## src/rtl/uart_rx_fifo.sv

```systemverilog
// Receive FIFO behind the UART receiver: captures byte + parity/rate error flags, acks the receiver,
// and exposes a show-ahead read port. Optional character timeout under UART_RX_FIFO_TIMEOUT_EN.
module uart_rx_fifo #(
  parameter int ADDR_W = 4
`ifdef UART_RX_FIFO_TIMEOUT_EN
  ,
  parameter logic [15:0] TO_CYCLES = 16'd4000
`endif
) (
  input  logic              i_clk,
  input  logic              i_reset_n,
  input  logic              i_rx_int,
  input  logic [7:0]        i_rx_data,
  input  logic              i_parity_err,
  input  logic              i_rate_err,
  output logic              o_rx_ack,
  input  logic              i_rd_en,
  output logic [7:0]        o_rd_data,
  output logic              o_rd_perr,
  output logic              o_rd_ferr,
  output logic              o_empty,
  output logic              o_full,
  output logic [ADDR_W:0]   o_count,
  input  logic [ADDR_W:0]   i_thr,
  output logic              o_thr_int,
  output logic              o_overrun,
  input  logic              i_ovr_clr,
  output logic              o_timeout
);

  localparam int DEPTH = 2 ** ADDR_W;
  localparam logic [0:0] ST_IDLE = 1'b0;
  localparam logic [0:0] ST_ACK  = 1'b1;

  logic [0:0]        state_q, state_d;
  logic [ADDR_W-1:0] wr_ptr_q, rd_ptr_q;
  logic [ADDR_W:0]   count_q, count_d;
  logic              overrun_q, overrun_d;
  logic [9:0]        mem_q [DEPTH];

  logic capture, push, pop;

  // Handshake: receiver holds i_rx_int until it sees o_rx_ack; each IDLE cycle with
  // i_rx_int high is one new byte, and the ACK cycle that follows never captures.
  assign capture = (state_q == ST_IDLE) && i_rx_int;
  assign pop     = i_rd_en && !o_empty;
  assign push    = capture && (!o_full || pop);

  always_comb begin
    state_d = (state_q == ST_IDLE && i_rx_int) ? ST_ACK : ST_IDLE;
  end

  always_comb begin
    count_d = count_q;
    if (push && !pop)      count_d = count_q + 1'b1;
    else if (pop && !push) count_d = count_q - 1'b1;
  end

  // Set wins over clear so a drop in the clearing cycle is not lost.
  always_comb begin
    overrun_d = overrun_q;
    if (i_ovr_clr) overrun_d = 1'b0;
    if (capture && o_full && !pop) overrun_d = 1'b1;
  end

  always_ff @(posedge i_clk or negedge i_reset_n) begin
    if (!i_reset_n) begin
      state_q   <= ST_IDLE;
      wr_ptr_q  <= '0;
      rd_ptr_q  <= '0;
      count_q   <= '0;
      overrun_q <= 1'b0;
    end else begin
      state_q   <= state_d;
      count_q   <= count_d;
      overrun_q <= overrun_d;
      if (push) wr_ptr_q <= wr_ptr_q + 1'b1;
      if (pop)  rd_ptr_q <= rd_ptr_q + 1'b1;
    end
  end

  always_ff @(posedge i_clk) begin
    if (push) mem_q[wr_ptr_q] <= {i_rate_err, i_parity_err, i_rx_data};
  end

  assign o_rx_ack  = (state_q == ST_ACK);
  assign o_rd_data = mem_q[rd_ptr_q][7:0];
  assign o_rd_perr = mem_q[rd_ptr_q][8];
  assign o_rd_ferr = mem_q[rd_ptr_q][9];
  assign o_count   = count_q;
  assign o_empty   = (count_q == '0);
  assign o_full    = (count_q == (ADDR_W+1)'(DEPTH));
  assign o_thr_int = (i_thr != '0) && (count_q >= i_thr);
  assign o_overrun = overrun_q;

`ifdef UART_RX_FIFO_TIMEOUT_EN
  logic [15:0] idle_cnt_q;

  // Counts idle cycles with data waiting; saturates so o_timeout holds until activity.
  always_ff @(posedge i_clk or negedge i_reset_n) begin
    if (!i_reset_n) begin
      idle_cnt_q <= '0;
    end else if (push || pop || o_empty) begin
      idle_cnt_q <= '0;
    end else if (idle_cnt_q != TO_CYCLES) begin
      idle_cnt_q <= idle_cnt_q + 16'd1;
    end
  end

  assign o_timeout = (idle_cnt_q == TO_CYCLES);
`else
  assign o_timeout = 1'b0;
`endif

endmodule
```

## config.mk

```make
export PLATFORM = sky130hd
export DESIGN_NAME = uart_rx_fifo
export DESIGN_NICKNAME = d
export VERILOG_FILES = /design/src/rtl/uart_rx_fifo.sv
export SDC_FILE = /design/constraint.sdc
export NUM_CORES = 1
export LEC_CHECK = 0
export ABC_AREA = 0
export CORE_ASPECT_RATIO = 1.25
export CORE_MARGIN = 10
export CORE_UTILIZATION = 25
export DETAILED_ROUTE_END_ITERATION = 16
export PLACE_DENSITY_LB_ADDON = 0.1
export SETUP_SLACK_MARGIN = 0.02
export SKIP_LAST_GASP = 1
export SLEW_MARGIN = 0
export SYNTH_ARGS = -nofsm -noshare
export SYNTH_HDL_FRONTEND = slang
export SYNTH_SLANG_ARGS = --single-unit
```

## constraint.sdc

```tcl
create_clock -name i_clk -period 4 [get_ports i_clk]
set_input_delay 0.6 -clock i_clk [delete_from_list [all_inputs] [get_ports i_clk]]
set_output_delay 0.6 -clock i_clk [all_outputs]
set_load 0.02 [all_outputs]
```

==> metrics.cfg, run 1 <==
[run_status]
status = complete, no violations

[placed_design]
post-place-ws_ps = 705
dpl.hpwl_microns = 11900
port_buffers = 39
place_area_sq_um = 8030
numPlacedInstances = 800
place.gp.congestion = 0.731

[timing]
hold_viol = 0
fin_crit_sh_pct = 91.7
tightest_slew_ps = 837
fin_crit_ps = 3670
max_freq_ghz = 0.273
setup_slack_ps = 331
rsz0062_at_grt = false
finalClockSkew_ps = 10.6
setup_viol = 0
maxSlewHeadroom_pct = 44.1
slew_viol_final = 0
final.setup.tns_ps = 0

[floorplan]
fp.dieH_microns = 210
initial_core_util_pct = 25.4
fp.coreArea_sq_um = 28500
die-area_sq_um = 36200
rows = 69
pin_count = 41
fp.dieW_microns = 172

[route]
viasPerCell = 4.41
vias = 3675
wirelength_microns = 18000
drc = 0
wl_per_cell_microns = 21.6
drtIter0Drc = 139
dr.pass1.iters = 4
drtAntennaViolNets = 0

[synth]
synth_ff_type = edfxtp_1
ys_seq_area_share_pct = 71.6
synth_nets = 449
synthesis.area_sq_um = 7230
synth_cell_types = 39
async_reset_ff_share_pct = 8.57
yosysWarnings = 0
synth_edf_count = 160
syn_inst = 414
syn_area_per_cell_sq_um = 17.5
ys_seq_elements = 175

[global_route]
grt_max_degree = 32
overflow = 0
met3_usage_pct = 2.49
top_usage_layer = met2
grt_pass1_vias = 3996
met2_usage_pct = 18.2
grt_util_all_layers_pct = 10.3
met1_usage_pct = 12.0
grt_pass1_wl_microns = 26900
antenna_found_initial = 1

[clocking]
cts_setup_buffers = 0
htree_levels = 4
cts_tree = built
cts_made_buffers = 17
clk_latency_ps = 430
cts.sinks = 175
postCtsHoldBufs = 0
ctsResizeCount = 0
cts_root_buffer = clkbuf_16
clk_pin_slew_ps = 60
clock_path_buffers = 2

[final_layout]
layout_commonest_cell = edfxtp_1
layout-drive-gt1-share_pct = 16.4
syn_to_final_growth_pct = 18.6
fin_nets = 499
layout_common_cells = edfxtp_1 (160), clkdlybuf4s50_1 (39), mux2i_1 (30)
fillerInstances = 2822
fin_cells = 833
fin_area_sq_um = 8580

[setup_path]
critPathArrivalTime_ps = 3070
critPathLaunchType = flop
cp_max_fo = 31
worst-r2r-cell-count = 12
r2r_slack_ps = 980
required_ps = 3400
r2r-start = o_count[0]
end_kind = output port
r2r-end = o_count[4]
critPathKind = flop to output port

[flow_run]
drv_cap = 0

[power]
power_w = 0.00603
power_density_nw_per_um2 = 703
peakVddDrop_mv = 0.363
leakage_nw = 2.89

[hold_path]
hold_depth = 1
min_delay_worst_endpoint = o_rx_ack
worstHoldPathType = flop to flop
hold_path.startpoint = o_rx_ack

critical path, cell delays in order, from the launching register on:
cell and delay (ps):
dfrtp_4 810, buf_12 280, mux2_2 350, o21ai_0 230, a21oi_1 110, o21ai_0 170, nand2_1 90, clkdlybuf4s50_1 560
Yosys cell counts, types with 2 or more instances:
cell type	count	area share, %
mux2i_1	30	4.2
ha_1	14	2.4
buf_6	7	1.1
mux2_2	11	1.7
edfxtp_1	160	66
mux4_2	20	6.2
a22oi_1	10	1.0
a221oi_1	10	1.2
xor2_1	2	0.24
and2_1	13	1.1
inv_1	14	0.73
clkbuf_1	8	0.42
o21ai_0	24	1.7
a21oi_1	14	0.97
nand2_1	20	1.0
nor2b_1	3	0.26
nor2_1	8	0.42
dfrtp_1	15	5.2
xnor2_1	9	1.1
or4_1	2	0.21
buf_4	2	0.21
flip-flops by register name, summed over array words and instances (netlist names):
signal,count
rd_ptr_q,4
o_rx_ack,1
o_overrun,1
wr_ptr_q,4
o_count,5
mem_q,160
area by class of cell:
cell class	count	area, sq um	share of cell area [%]
Sequential cell	175	5180	60.4
Clock inverter	12	113	1.31
Antenna cell	1	2.50	0.0292
Tap cell	355	444	5.17
Multi-Input combinational cell	206	1870	21.8
Timing Repair Buffer	49	478	5.57
Clock buffer	20	437	5.09
Inverter	15	56.3	0.656
report_power, final:
part	internal (W)	switching, W	leakage (nW)	total [W]
Sequential	0.00218	0.000232	1.62	0.00241
Clock	0.000862	0.000705	0.260	0.00157
Combinational	0.000936	0.00112	1.01	0.00205
logic make-up (layout without fill, tap and decap cells):
logic type	count (synthesis)	after routing	synth area share, %
mux	61	61	12.1
buf+inv	33	96	2.56
flops	175	175	71.6
xor+xnor	11	11	1.33
fa+ha+maj	15	15	2.70
other cells	1	2	0.0518
simple gates	55	55	4.25
compound gates	63	63	5.41
how the worst max path moves through the flow:
stage                         to  slack, ps  depth (start not counted)   startpoint
finish              o_rd_data[3]        330                          7  rd_ptr_q[0]
global placement    o_rd_data[7]        700                          7  rd_ptr_q[0]
detailed placement    o_count[4]        700                         11     i_rx_int
CTS                 o_rd_data[3]        260                          7  rd_ptr_q[0]
floorplan             o_count[4]        970                         12   o_count[1]
global route        o_rd_data[3]        140                          7  rd_ptr_q[0]
per-layer routing:
layer	routed length [microns]	vias to the layer above
met4	248	0
met3	465	11
met2	9450	54
met5	0	-
li1	-	1706
met1	7800	1904
through the flow:
stage,utilization [%],hold slack [ps]
after floorplan,-,304
final,30.1,464
after CTS,30.1,472
after global routing,30.1,490
after global placement,28.2,447
after detailed placement,28.2,460
(Power assumes the default switching activity.)
==> run 2, diff against run 1 <==
Clock period 4 ns to 3.5 ns, I/O delays scaled along.
==> metrics.cfg, run 2 (synthesis results as in run 1) <==
[hold_path]
hold_path.startpoint = o_rx_ack
worstHoldPathType = flop to flop

[timing]
finalClockSkew_ps = 13.4  ; +2.78 ps
fin_crit_sh_pct = 95.3
final.setup.tns_ps = 0  ; unchanged
slew_viol_final = 0  ; unchanged
hold_viol = 0  ; unchanged
rsz0062_at_grt = false
tightest_slew_ps = 822  ; -14.8 ps
maxSlewHeadroom_pct = 45.0  ; +0.99 points
max_freq_ghz = 0.300
fin_crit_ps = 3340
setup_viol = 0  ; unchanged

[run_status]
status = complete, no violations

[floorplan]
pin_count = 41  ; unchanged
die-area_sq_um = 36200  ; unchanged
fp.coreArea_sq_um = 28500  ; unchanged
fp.dieW_microns = 172  ; unchanged
initial_core_util_pct = 25.4  ; unchanged
rows = 69  ; unchanged
fp.dieH_microns = 210  ; unchanged

[placed_design]
place.gp.congestion = 0.714  ; -2.4%
numPlacedInstances = 816  ; +2.0%
dpl.hpwl_microns = 12500  ; +5.5%
port_buffers = 39  ; unchanged

[route]
viasPerCell = 4.50  ; +2.1%
drc = 0  ; unchanged
wirelength_microns = 18500  ; +2.8%
drtIter0Drc = 180  ; +29%
wl_per_cell_microns = 21.7  ; +0.88%
dr.pass1.iters = 4  ; unchanged
vias = 3823  ; +4.0%
drtAntennaViolNets = 0  ; unchanged

[flow_run]
drv_cap = 0  ; unchanged

[final_layout]
top_register = mem_q
layout-drive-gt1-share_pct = 19.0  ; +2.7 points
fillerInstances = 2826  ; +0.14%
layout_commonest_cell = edfxtp_1
fin_cells = 849  ; +1.9%
multi_input_area_sq_um = 1870  ; unchanged
seq_area_sq_um = 5180  ; unchanged
diodes = 0  ; -1
largest_reg_flops = 160  ; unchanged
fin_nets = 516  ; +3.4%
syn_to_final_growth_pct = 20.9
layout_common_cells = edfxtp_1 (160), clkdlybuf4s50_1 (39), mux2i_1 (30)

[power]
power_density_nw_per_um2 = 807  ; +15%
leakage_nw = 3.00  ; +3.7%
peakVddDrop_mv = 0.363  ; about the same

[global_route]
grt_pass1_wl_microns = 27900  ; +3.6%
overflow = 0  ; unchanged
met1_usage_pct = 13.1  ; +1.1 points
grt_pass1_vias = 4140  ; +3.6%
met2_usage_pct = 18.0  ; -0.19 points
antenna_found_initial = 0  ; -1
top_usage_layer = met2
grt_util_all_layers_pct = 10.7  ; +0.33 points
met3_usage_pct = 2.88  ; +0.39 points
grt_max_degree = 23  ; -28%

[clocking]
cts_root_buffer = clkbuf_16
clk_pin_slew_ps = 70  ; about the same
cts.sinks = 175  ; unchanged
cts_made_buffers = 17  ; unchanged
cts_tree = built
htree_levels = 4  ; unchanged
postCtsHoldBufs = 0  ; unchanged
ctsResizeCount = 0  ; unchanged
cts_setup_buffers = 1  ; +1
clk_latency_ps = 430  ; about the same
clock_path_buffers = 2  ; unchanged

[setup_path]
required_ps = 2970  ; -430 ps
r2r_slack_ps = 520  ; -460 ps
r2r-start = o_count[1]
critPathArrivalTime_ps = 2810  ; -260 ps
cp_max_fo = 21  ; -32%
critPathLaunch = rd_ptr_q[0]
critPathKind = flop to output port
critPathLaunchType = flop
end_kind = output port

run 2: area by class of cell:
| cell class | instances | share of cell area [%] |
|---|---|---|
| Clock buffer | 20 | 4.99 |
| Clock inverter | 12 | 1.53 |
| Inverter | 15 | 0.644 |
| Multi-Input combinational cell | 206 | 21.4 |
| Sequential cell | 175 | 59.3 |
| Tap cell | 355 | 5.08 |
| Timing Repair Buffer | 66 | 7.11 |
run 2: power by group:
group	total [W]	internal, W	switching, W
sequential	0.00269	0.00249	0.000198
clock	0.00185	0.00106	0.000797
combinational	0.00251	0.00114	0.00137
total	0.00706	0.00469	0.00236
run 2: path summary, 6_finish.rpt:
| check | endpoint | depth (start not counted) |
|---|---|---|
| worst max-delay path | o_rd_data[6] | 6 |
| max in group asynchronous | rd_ptr_q[0] | 1 |
| worst max register to register | o_count[4] | 12 |
| worst min register to register | o_rx_ack | 1 |
| min in group asynchronous | o_rx_ack | 1 |
| worst min-delay path | o_rx_ack | 1 |
run 2: metrics by stage:
step | util [%] | worst slack, ps | hold slack (ps) | power [W] | cell area [sq um]
2_1_floorplan | - | 466 | 229 | 0.00427 | 7230
3_3_place_gp | 28.7 | 481 | 445 | 0.00529 | 8160
3_5_place_dp | 28.7 | 470 | 455 | 0.00529 | 8160
4_1_cts | 30.7 | 115 | 469 | 0.00720 | 8750
5_1_grt | 30.7 | 35.8 | 485 | 0.00749 | 8750
6_report | 30.7 | 164 | 468 | 0.00706 | 8750
run 2: routing by layer:
metal	wire length (microns)	up-vias
li1	-	1744
met1	8130	2005
met2	9470	59
met3	641	15
met4	216	0
met5	0	-
run 2: worst max-delay path, stage by stage, from the launching register on:
cell             delay, ps
dfrtp_4                610
buf_12                 230
mux2i_1                140
a221oi_1               500
a22oi_1                170
nand2_1                110
clkdlybuf4s50_1        610
==> run 3, diff against run 2 <==
Settings changed: CAP_MARGIN set to 20, GPL_ROUTABILITY_DRIVEN set to 0, HOLD_SLACK_MARGIN set to 0.15.
==> results of run 3 <==
The final DEF is identical to that of run 2; final timing and power are the same.
